===== config.mk =====
export PLATFORM = sky130hd
export DESIGN_NAME = sha1_round_engine
export DESIGN_NICKNAME = d
export VERILOG_FILES = /design/src/rtl/sha1_pkg.sv /design/src/rtl/sha1_round.sv /design/src/rtl/sha1_round_engine.sv
export SDC_FILE = /design/constraint.sdc
export NUM_CORES = 2
export LEC_CHECK = 0
export ABC_AREA = 1
export CORE_MARGIN = 2
export CORE_UTILIZATION = 28
export DETAILED_ROUTE_END_ITERATION = 6
export PLACE_DENSITY = 0.48
export SLEW_MARGIN = 20
export SYNTH_ARGS = -nofsm -noshare
export SYNTH_HDL_FRONTEND = slang
export SYNTH_HIERARCHICAL = 1
export SYNTH_SLANG_ARGS = --single-unit

===== constraint.sdc =====
create_clock -name clk -period 34.3 [get_ports clk]
set_input_delay 6.86 -clock clk [delete_from_list [all_inputs] [get_ports clk]]
set_output_delay 6.86 -clock clk [all_outputs]
set_load 0.01 [all_outputs]

===== src/rtl/sha1_pkg.sv =====
// sha1_pkg: SHA-1 constants, FSM state type and per-round helper functions
package sha1_pkg;

   localparam int ROUNDS_PER_BLK = 80;

   localparam logic [31:0] K0 = 32'h5a827999;
   localparam logic [31:0] K1 = 32'h6ed9eba1;
   localparam logic [31:0] K2 = 32'h8f1bbcdc;
   localparam logic [31:0] K3 = 32'hca62c1d6;

   localparam logic [159:0] IV = 160'h67452301_efcdab89_98badcfe_10325476_c3d2e1f0;

   typedef enum logic [1:0] {IDLE, ROUND, FINAL} state_t;

   function automatic logic [31:0] rotl(input logic [31:0] x, input int unsigned n);
      return (x << n) | (x >> (32 - n));
   endfunction

   // Choose, parity, majority, parity across the four 20-round ranges
   function automatic logic [31:0] f_sel(input logic [6:0] t, input logic [31:0] b,
                                         input logic [31:0] c, input logic [31:0] d);
      return (t < 7'd20) ? ((b & c) | (~b & d)) :
             (t < 7'd40) ? (b ^ c ^ d) :
             (t < 7'd60) ? ((b & c) | (b & d) | (c & d)) :
                           (b ^ c ^ d);
   endfunction

   function automatic logic [31:0] k_sel(input logic [6:0] t);
      return (t < 7'd20) ? K0 : (t < 7'd40) ? K1 : (t < 7'd60) ? K2 : K3;
   endfunction

endpackage


===== src/rtl/sha1_round.sv =====
// sha1_round: one combinational SHA-1 round on the packed {a,b,c,d,e} state
module sha1_round
   import sha1_pkg::*;
(
   input  logic [159:0] st_i,
   input  logic [31:0]  w,
   input  logic [6:0]   t,
   output logic [159:0] st_o
);

   logic [31:0] a, b, c, d, e, temp;

   // Compress one schedule word into the working state
   always_comb begin
      {a, b, c, d, e} = st_i;
      temp = rotl(a, 5) + f_sel(t, b, c, d) + e + k_sel(t) + w;
      st_o = {temp, a, rotl(b, 30), c, d};
   end

endmodule


===== src/rtl/sha1_round_engine.sv =====
// sha1_round_engine: runs all 80 SHA-1 rounds on one block, UNROLL rounds per clock
module sha1_round_engine
   import sha1_pkg::*;
#(
   parameter int UNROLL = 1
) (
   input  logic         clk,
   input  logic         reset,
   input  logic         start,
   input  logic [511:0] block_in,
   input  logic [159:0] h_in,
   output logic         busy,
   output logic         done,
   output logic [159:0] h_out
);

   if (!(UNROLL == 1 || UNROLL == 2 || UNROLL == 4 || UNROLL == 5)) begin : g_bad_unroll
      $error("sha1_round_engine: UNROLL must be 1, 2, 4 or 5");
   end

   state_t         state_q, state_d;
   logic [6:0]     t_q, t_d;
   logic [159:0]   st_q, st_d;
   logic [31:0]    w_q [16];
   logic [31:0]    w_d [16];
   logic [159:0]   hreg_q, hreg_d;
   logic [159:0]   h_out_q, h_out_d;
   logic           done_q, done_d;
   logic [159:0]   chain_out;
   logic           last_group;

   // Chain of UNROLL rounds; each stage consumes the next word of the window
   for (genvar g = 0; g < UNROLL; g++) begin : g_rnd
      logic [159:0] s_i, s_o;
      if (g == 0) begin : g_first
         assign s_i = st_q;
      end else begin : g_next
         assign s_i = g_rnd[g-1].s_o;
      end
      sha1_round u_round (
         .st_i (s_i),
         .w    (w_q[g]),
         .t    (t_q + 7'(g)),
         .st_o (s_o)
      );
   end

   assign chain_out  = g_rnd[UNROLL-1].s_o;
   assign last_group = (t_q == 7'(ROUNDS_PER_BLK - UNROLL));

   // State register with asynchronous abort
   always_ff @(posedge clk or posedge reset) begin
      if (reset) begin
         state_q <= IDLE;
         t_q     <= '0;
         st_q    <= '0;
         w_q     <= '{default: '0};
         hreg_q  <= '0;
         h_out_q <= '0;
         done_q  <= 1'b0;
      end else begin
         state_q <= state_d;
         t_q     <= t_d;
         st_q    <= st_d;
         w_q     <= w_d;
         hreg_q  <= hreg_d;
         h_out_q <= h_out_d;
         done_q  <= done_d;
      end
   end

   // Next-state: accept in IDLE, leave ROUND after the last group, FINAL lasts one edge
   always_comb begin
      state_d = (state_q == IDLE)  ? (start ? ROUND : IDLE) :
                (state_q == ROUND) ? (last_group ? FINAL : ROUND) :
                                     IDLE;
   end

   // Datapath: load block, advance rounds and schedule window, add chaining value
   always_comb begin
      logic [31:0] x [16+UNROLL];
      for (int k = 0; k < 16; k++) x[k] = w_q[k];
      for (int k = 16; k < 16 + UNROLL; k++) x[k] = rotl(x[k-3] ^ x[k-8] ^ x[k-14] ^ x[k-16], 1);
      t_d     = t_q;
      st_d    = st_q;
      w_d     = w_q;
      hreg_d  = hreg_q;
      h_out_d = h_out_q;
      done_d  = 1'b0;
      if (state_q == IDLE && start) begin
         for (int k = 0; k < 16; k++) w_d[k] = block_in[511-32*k -: 32];
         hreg_d = h_in;
         st_d   = h_in;
         t_d    = '0;
      end
      if (state_q == ROUND) begin
         for (int k = 0; k < 16; k++) w_d[k] = x[k+UNROLL];
         st_d = chain_out;
         t_d  = t_q + 7'(UNROLL);
      end
      if (state_q == FINAL) begin
         for (int k = 0; k < 5; k++) h_out_d[159-32*k -: 32] = hreg_q[159-32*k -: 32] + st_q[159-32*k -: 32];
         done_d = 1'b1;
      end
   end

   // Outputs: busy whenever a block is in flight, done and digest straight from flops
   always_comb begin
      busy  = (state_q != IDLE);
      done  = done_q;
      h_out = h_out_q;
   end

endmodule


Word level (Yosys, flattened, before mapping)
Cells that the tools add are included.
- add/sub/neg operators: 10
- multiply operators: 0
- div/mod/pow operators: 0
- order comparisons: 3
- eq/ne operators: 3
- shifts and indexed selects: 0
- mux-type cells: 17
- bitwise logic cells: 16
- reduce and logical (&&, ||, !) cells: 4
- operators by type and width (cell ; count):
    2-to-1 mux 512 bit ; 2
    2-to-1 mux 160 bit ; 2
    adder 32 bit ; 9
    2-to-1 mux 32 bit ; 5
    XOR 32 bit ; 5
    AND 32 bit ; 4
    OR 32 bit ; 3
    NOT 32 bit ; 1
    OR 32 x 1 -> 32 bit ; 1
    OR 32 x 30 -> 32 bit ; 1
    OR 32 x 5 -> 32 bit ; 1
    2-to-1 mux 31 bit ; 1
    < comparator 7 x 6 -> 1 bit, second input constant ; 2
    2-to-1 mux 7 bit ; 2
    adder 7 x 1 -> 7 bit, second input constant ; 1
    == test 7 bit, second input constant ; 1
    < comparator 7 x 5 -> 1 bit, second input constant ; 1
    2-to-1 mux 2 bit ; 3
    nonzero test 2 bit ; 2
    == test 2 x 1 -> 1 bit, second input constant ; 1
    == test 2 bit, second input constant ; 1
    logical NOT 2 bit ; 1
    2-to-1 mux 1 bit ; 2
    logical AND 1 bit ; 1
- register bits: 1002
- latch bits: 0
- RAM bits: 0
- ROM bits: 0
- bits of input ports: 675
- memories: 0

Depth between registers and ports, before layout
- depth after elaboration: 11
- mapped depth: 28
- depth with buffers taken out: 27

Cells and area by module
Netlist, hierarchy kept.
- modules (own cells, without submodules) (module ; instances ; cells an instance ; area each (um^2) ; sequential area each (um^2)):
    sha1_round_engine ; 1 ; 7498 ; 55747.2 ; 25074.0
    sha1_round ; 1 ; 1105 ; 7557.2 ; 0.0

Least setup slack after synthesis
Ideal clock, no wire load.
- path kind: input -> register
- start: in start
- end: reg w_q[226] in the netlist's numbering
- library setup time: 130 ps
- arrival: 7896 ps
- setup slack: 26274 ps
- cell stages on the path: 9
- cell sequence: nand2_1 inv_2 nor2_4 inv_2 buf_6 buf_4 buf_6 o211ai_1 o21ai_1
- longest elaborated chain between the ends: 2
- ends and longest elaborated chain (element ; line ; RTL):
    from (decl) ; sha1_round_engine.sv:9 ; input logic start,
    logical AND 1 bit ; sha1_round_engine.sv:90 ; if (state_q == IDLE && start) begin
    nonzero test 2 bit (no source line) ; -- ;
    to (signal assigned) ; sha1_round_engine.sv:65 ; w_q <= w_d;
    to (decl) ; sha1_round_engine.sv:24 ; logic [31:0] w_q [16];
Every way passes these cells.
A chain may end at the register's enable or synchronous reset.

==> impl_metrics.toml <==
[global_route]
track_usage_pct = 23.7
first_global_vias = 56607
grt_use_met3_pct = 4.93
antenna_found_initial = 91
grt_max_degree = 247
top_usage_layer = "met2"
gr-total-overflow = 0
global_route.usage.met1_pct = 29.2
grtUsageMet2_pct = 41.0
grt_first_pass_wirelength_um = 396000

[drt]
postRouteAntennaNets = 0
wire_per_inst_um = 22.8
first_pass_iters = 6
drt-total-wl_um = 279000
dr.first_iter.drc_count = 4499
routed_via_density = 4.73
vias = 57905
post-route-drc-count = 0

[power_and_ir_drop]
cellPowerDensity_nw_per_um2 = 34.2
p_int_uw = 2030
swShare_pct = 23.6
seqPwrFrac_pct = 44.6
comb_power_share_pct = 5.1
p_leak_uw = 0.0390
peakVddDrop_mv = 0.0415
netSwitchingPower_uw = 626
p_total_uw = 2650
clkPwrFrac_pct = 50.4

[logic_synthesis]
yosysMostFrequentCell = "nand2_1"
syn_avg_cell_area_um2 = 7.36
synth_ff_type = "dfrtp_1"
synth_seq_cells = 1002
syn_area_um2 = 63300
synth-edff-count = 0
synth_fa_ha_area_share_pct = 7.70
yosys-top-cells-count = "2628 x nand2_1, 1503 x inv_1, 1002 x dfrtp_1"
synth_top_family_by_area = "simple AND/OR/NAND/NOR gates"
synth-compound-area-share_pct = 16.9
yosysUniqueCellTypes = 49
synthMuxAreaShare_pct = 0
synthSimpleGateAreaFrac_pct = 20.3
async_flop_share_pct = 100
seq_area_frac_synth_pct = 39.6
yosysTopAreaCellShare_pct = 39.6
synth_area_leaders = "dfrtp_1 40%, nand2_1 16%, inv_1 8.9%, o21ai_0 6.2%, o211ai_1 5.9%"
synth_xor_area_share_pct = 2.42
syn_inst = 8603
synth_largest_area_cell = "dfrtp_1"
synth.net_count = 9596
synth_warnings = 6

[floorplan]
coreArea_um2 = 225000
fp.dieW_um = 479
num_rows = 174
die_h_um = 479
dieArea_um2 = 230000
pin_count = 837
start_util_pct = 28.1

[place]
dpl.hpwl_um = 225000
place_congestion = 0.924
dp.cells = 11987
io_buffers = 836

[status]
status = "finished clean"

[timing]
setup_tns_ns = 0
period_minus_slack_ns = 11.24
holdWs_ns = 0.475
fmax_mhz = 88.9
setup_viol = 0
worst_pin_slew_ns = 1.15
rsz0062_at_grt = "no"
slew_headroom_pct = 23.6
slew_violations = 0
finalHoldViolations = 0
min_period_over_period_pct = 32.8
skew_ns = 0.0550

[cts]
ctsResizeCount = 0
clockBufferDepth = 3
cts_buffers = 121
clk_pin_slew_ns = 0.06
clk_latency_ns = 0.83
cts_setup_buffers = 0
cts.sink_count = 1002
htreeDepth = 3
cts_root_buf = "clkbuf_16"
cts_tree = "built"
hold_buffers = 0

[setup_path]
cp_top_family = "buffers and inverters"
cpMostUsedCell = "buf_4"
critical_path.slowest_cell = "buf_4"
path_cells = "clkdlybuf4s50_1 -> clkinvlp_4 -> buf_4 -> buf_6 -> buf_12 -> buf_12 -> buf_4 -> buf_4"
critPathBufInv = 8
critPathMaxStageDelay_ns = 0.89
worst_setup_path_start_kind = "input pin"
worstPathArrival_ns = 12.02
endpoint_kind = "asynchronous set/reset pin"
worst-path-max-fanout = 145
critical_path_required_ns = 35.07
critical_path_class = "input pin to asynchronous set/reset pin"

[cells_and_area]
num-nets-final = 10111
fillers = 24097
stdcell_count = 12232
area_growth_pct = 22.5
layout-drive-gt1-share_pct = 3.04

[min_path]
hold_path.class = "flop to flop"

[flow_run]
maxCapViolations = 0
==> tightest hold or removal path: cells and delay by family, from the launching register on <==
family	cells	cell delay (ns)
DFF	1	0.34
and+or+nand+nor	2	0.10
==> kinds of logic (layout without fill, tap and decap cells) <==
group           count (synthesis)  in the layout
fa+ha+maj                     318            318
compound gates               1844           1844
flops                        1002           1002
xor+xnor                      175            175
other cells                     0             33
simple gates                 3251           3251
buf+inv                      2013           2617
==> state kept, by name (all words and copies together) (netlist names) <==
name	cells
done	1
t_q	7
h_out	160
g_rnd.s_i	160
w_q	512
hreg_q	160
state_q	2
==> final timing paths <==
| kind | from | endpoint | slack [ns] | depth (start not counted) |
|---|---|---|---|---|
| setup / recovery | reset | h_out[17] | 23.06 | 8 |
| hold / removal | h_out[93] | h_out[93] | 0.48 | 2 |
| setup reg to reg | t_q[5] | g_rnd[0].s_i[149] | 28.77 | 21 |
| hold reg to reg | h_out[93] | h_out[93] | 0.48 | 2 |
| max in group clk | start | g_rnd[0].s_i[98] | 23.74 | 8 |
| min in group asynchronous | reset | h_out[149] | 6.63 | 3 |
==> layout make-up <==
| type | count | area (µm²) | share of cell area, % |
|---|---|---|---|
| timing repair buffer | 893 | 8900 | 11.5 |
| clock inverter | 32 | 533 | 0.688 |
| sequential | 1002 | 25100 | 32.3 |
| antenna | 33 | 82.6 | 0.107 |
| tap | 2992 | 3740 | 4.83 |
| inverter | 1512 | 5700 | 7.35 |
| clock buffer | 180 | 3530 | 4.55 |
| multi-input combinational | 5588 | 30000 | 38.7 |
==> stage by stage <==
step | util [%] | setup slack [ns] | cell area [µm²]
final | 34.5 | 23.06 | 77500
after global routing | 34.4 | 22.33 | 77500
after CTS | 34.4 | 22.63 | 77400
after detailed placement | 32.6 | 21.75 | 73400
after global placement | 32.6 | 21.81 | 73400
after floorplan | - | 13.63 | 63300
==> routing by layer <==
metal  wire, µm  vias to the layer above
met4       9810                       84
met1     115000                    27527
met5        515                        -
met2     137000                     1676
met3      17100                      420
li1           -                    28198
==> power by group through the flow <==
| stage | clock network [µW] | registers, µW | logic (µW) |
|---|---|---|---|
| final | 1340 | 1180 | 134 |
| after global routing | 1420 | 1180 | 143 |
| after CTS | 1370 | 1180 | 138 |
| after detailed placement | 0 | 1200 | 137 |
| after global placement | 0 | 1200 | 137 |
| after floorplan | 0 | 1210 | 21.9 |
==> placed cells by master, fill, tap and decap left out, types with 136 or more instances in the layout <==
cell / instances
nand2_1: 2626
o211ai_1: 496
dfrtp_1: 1002
xnor2_1: 136
nor2_1: 257
clkdlybuf4s50_1: 836
nand3_1: 264
o21ai_1: 319
a21oi_1: 164
ha_1: 199
o21ai_0: 790
inv_1: 1502
Note: power is estimated with default switching activity, not from simulation.
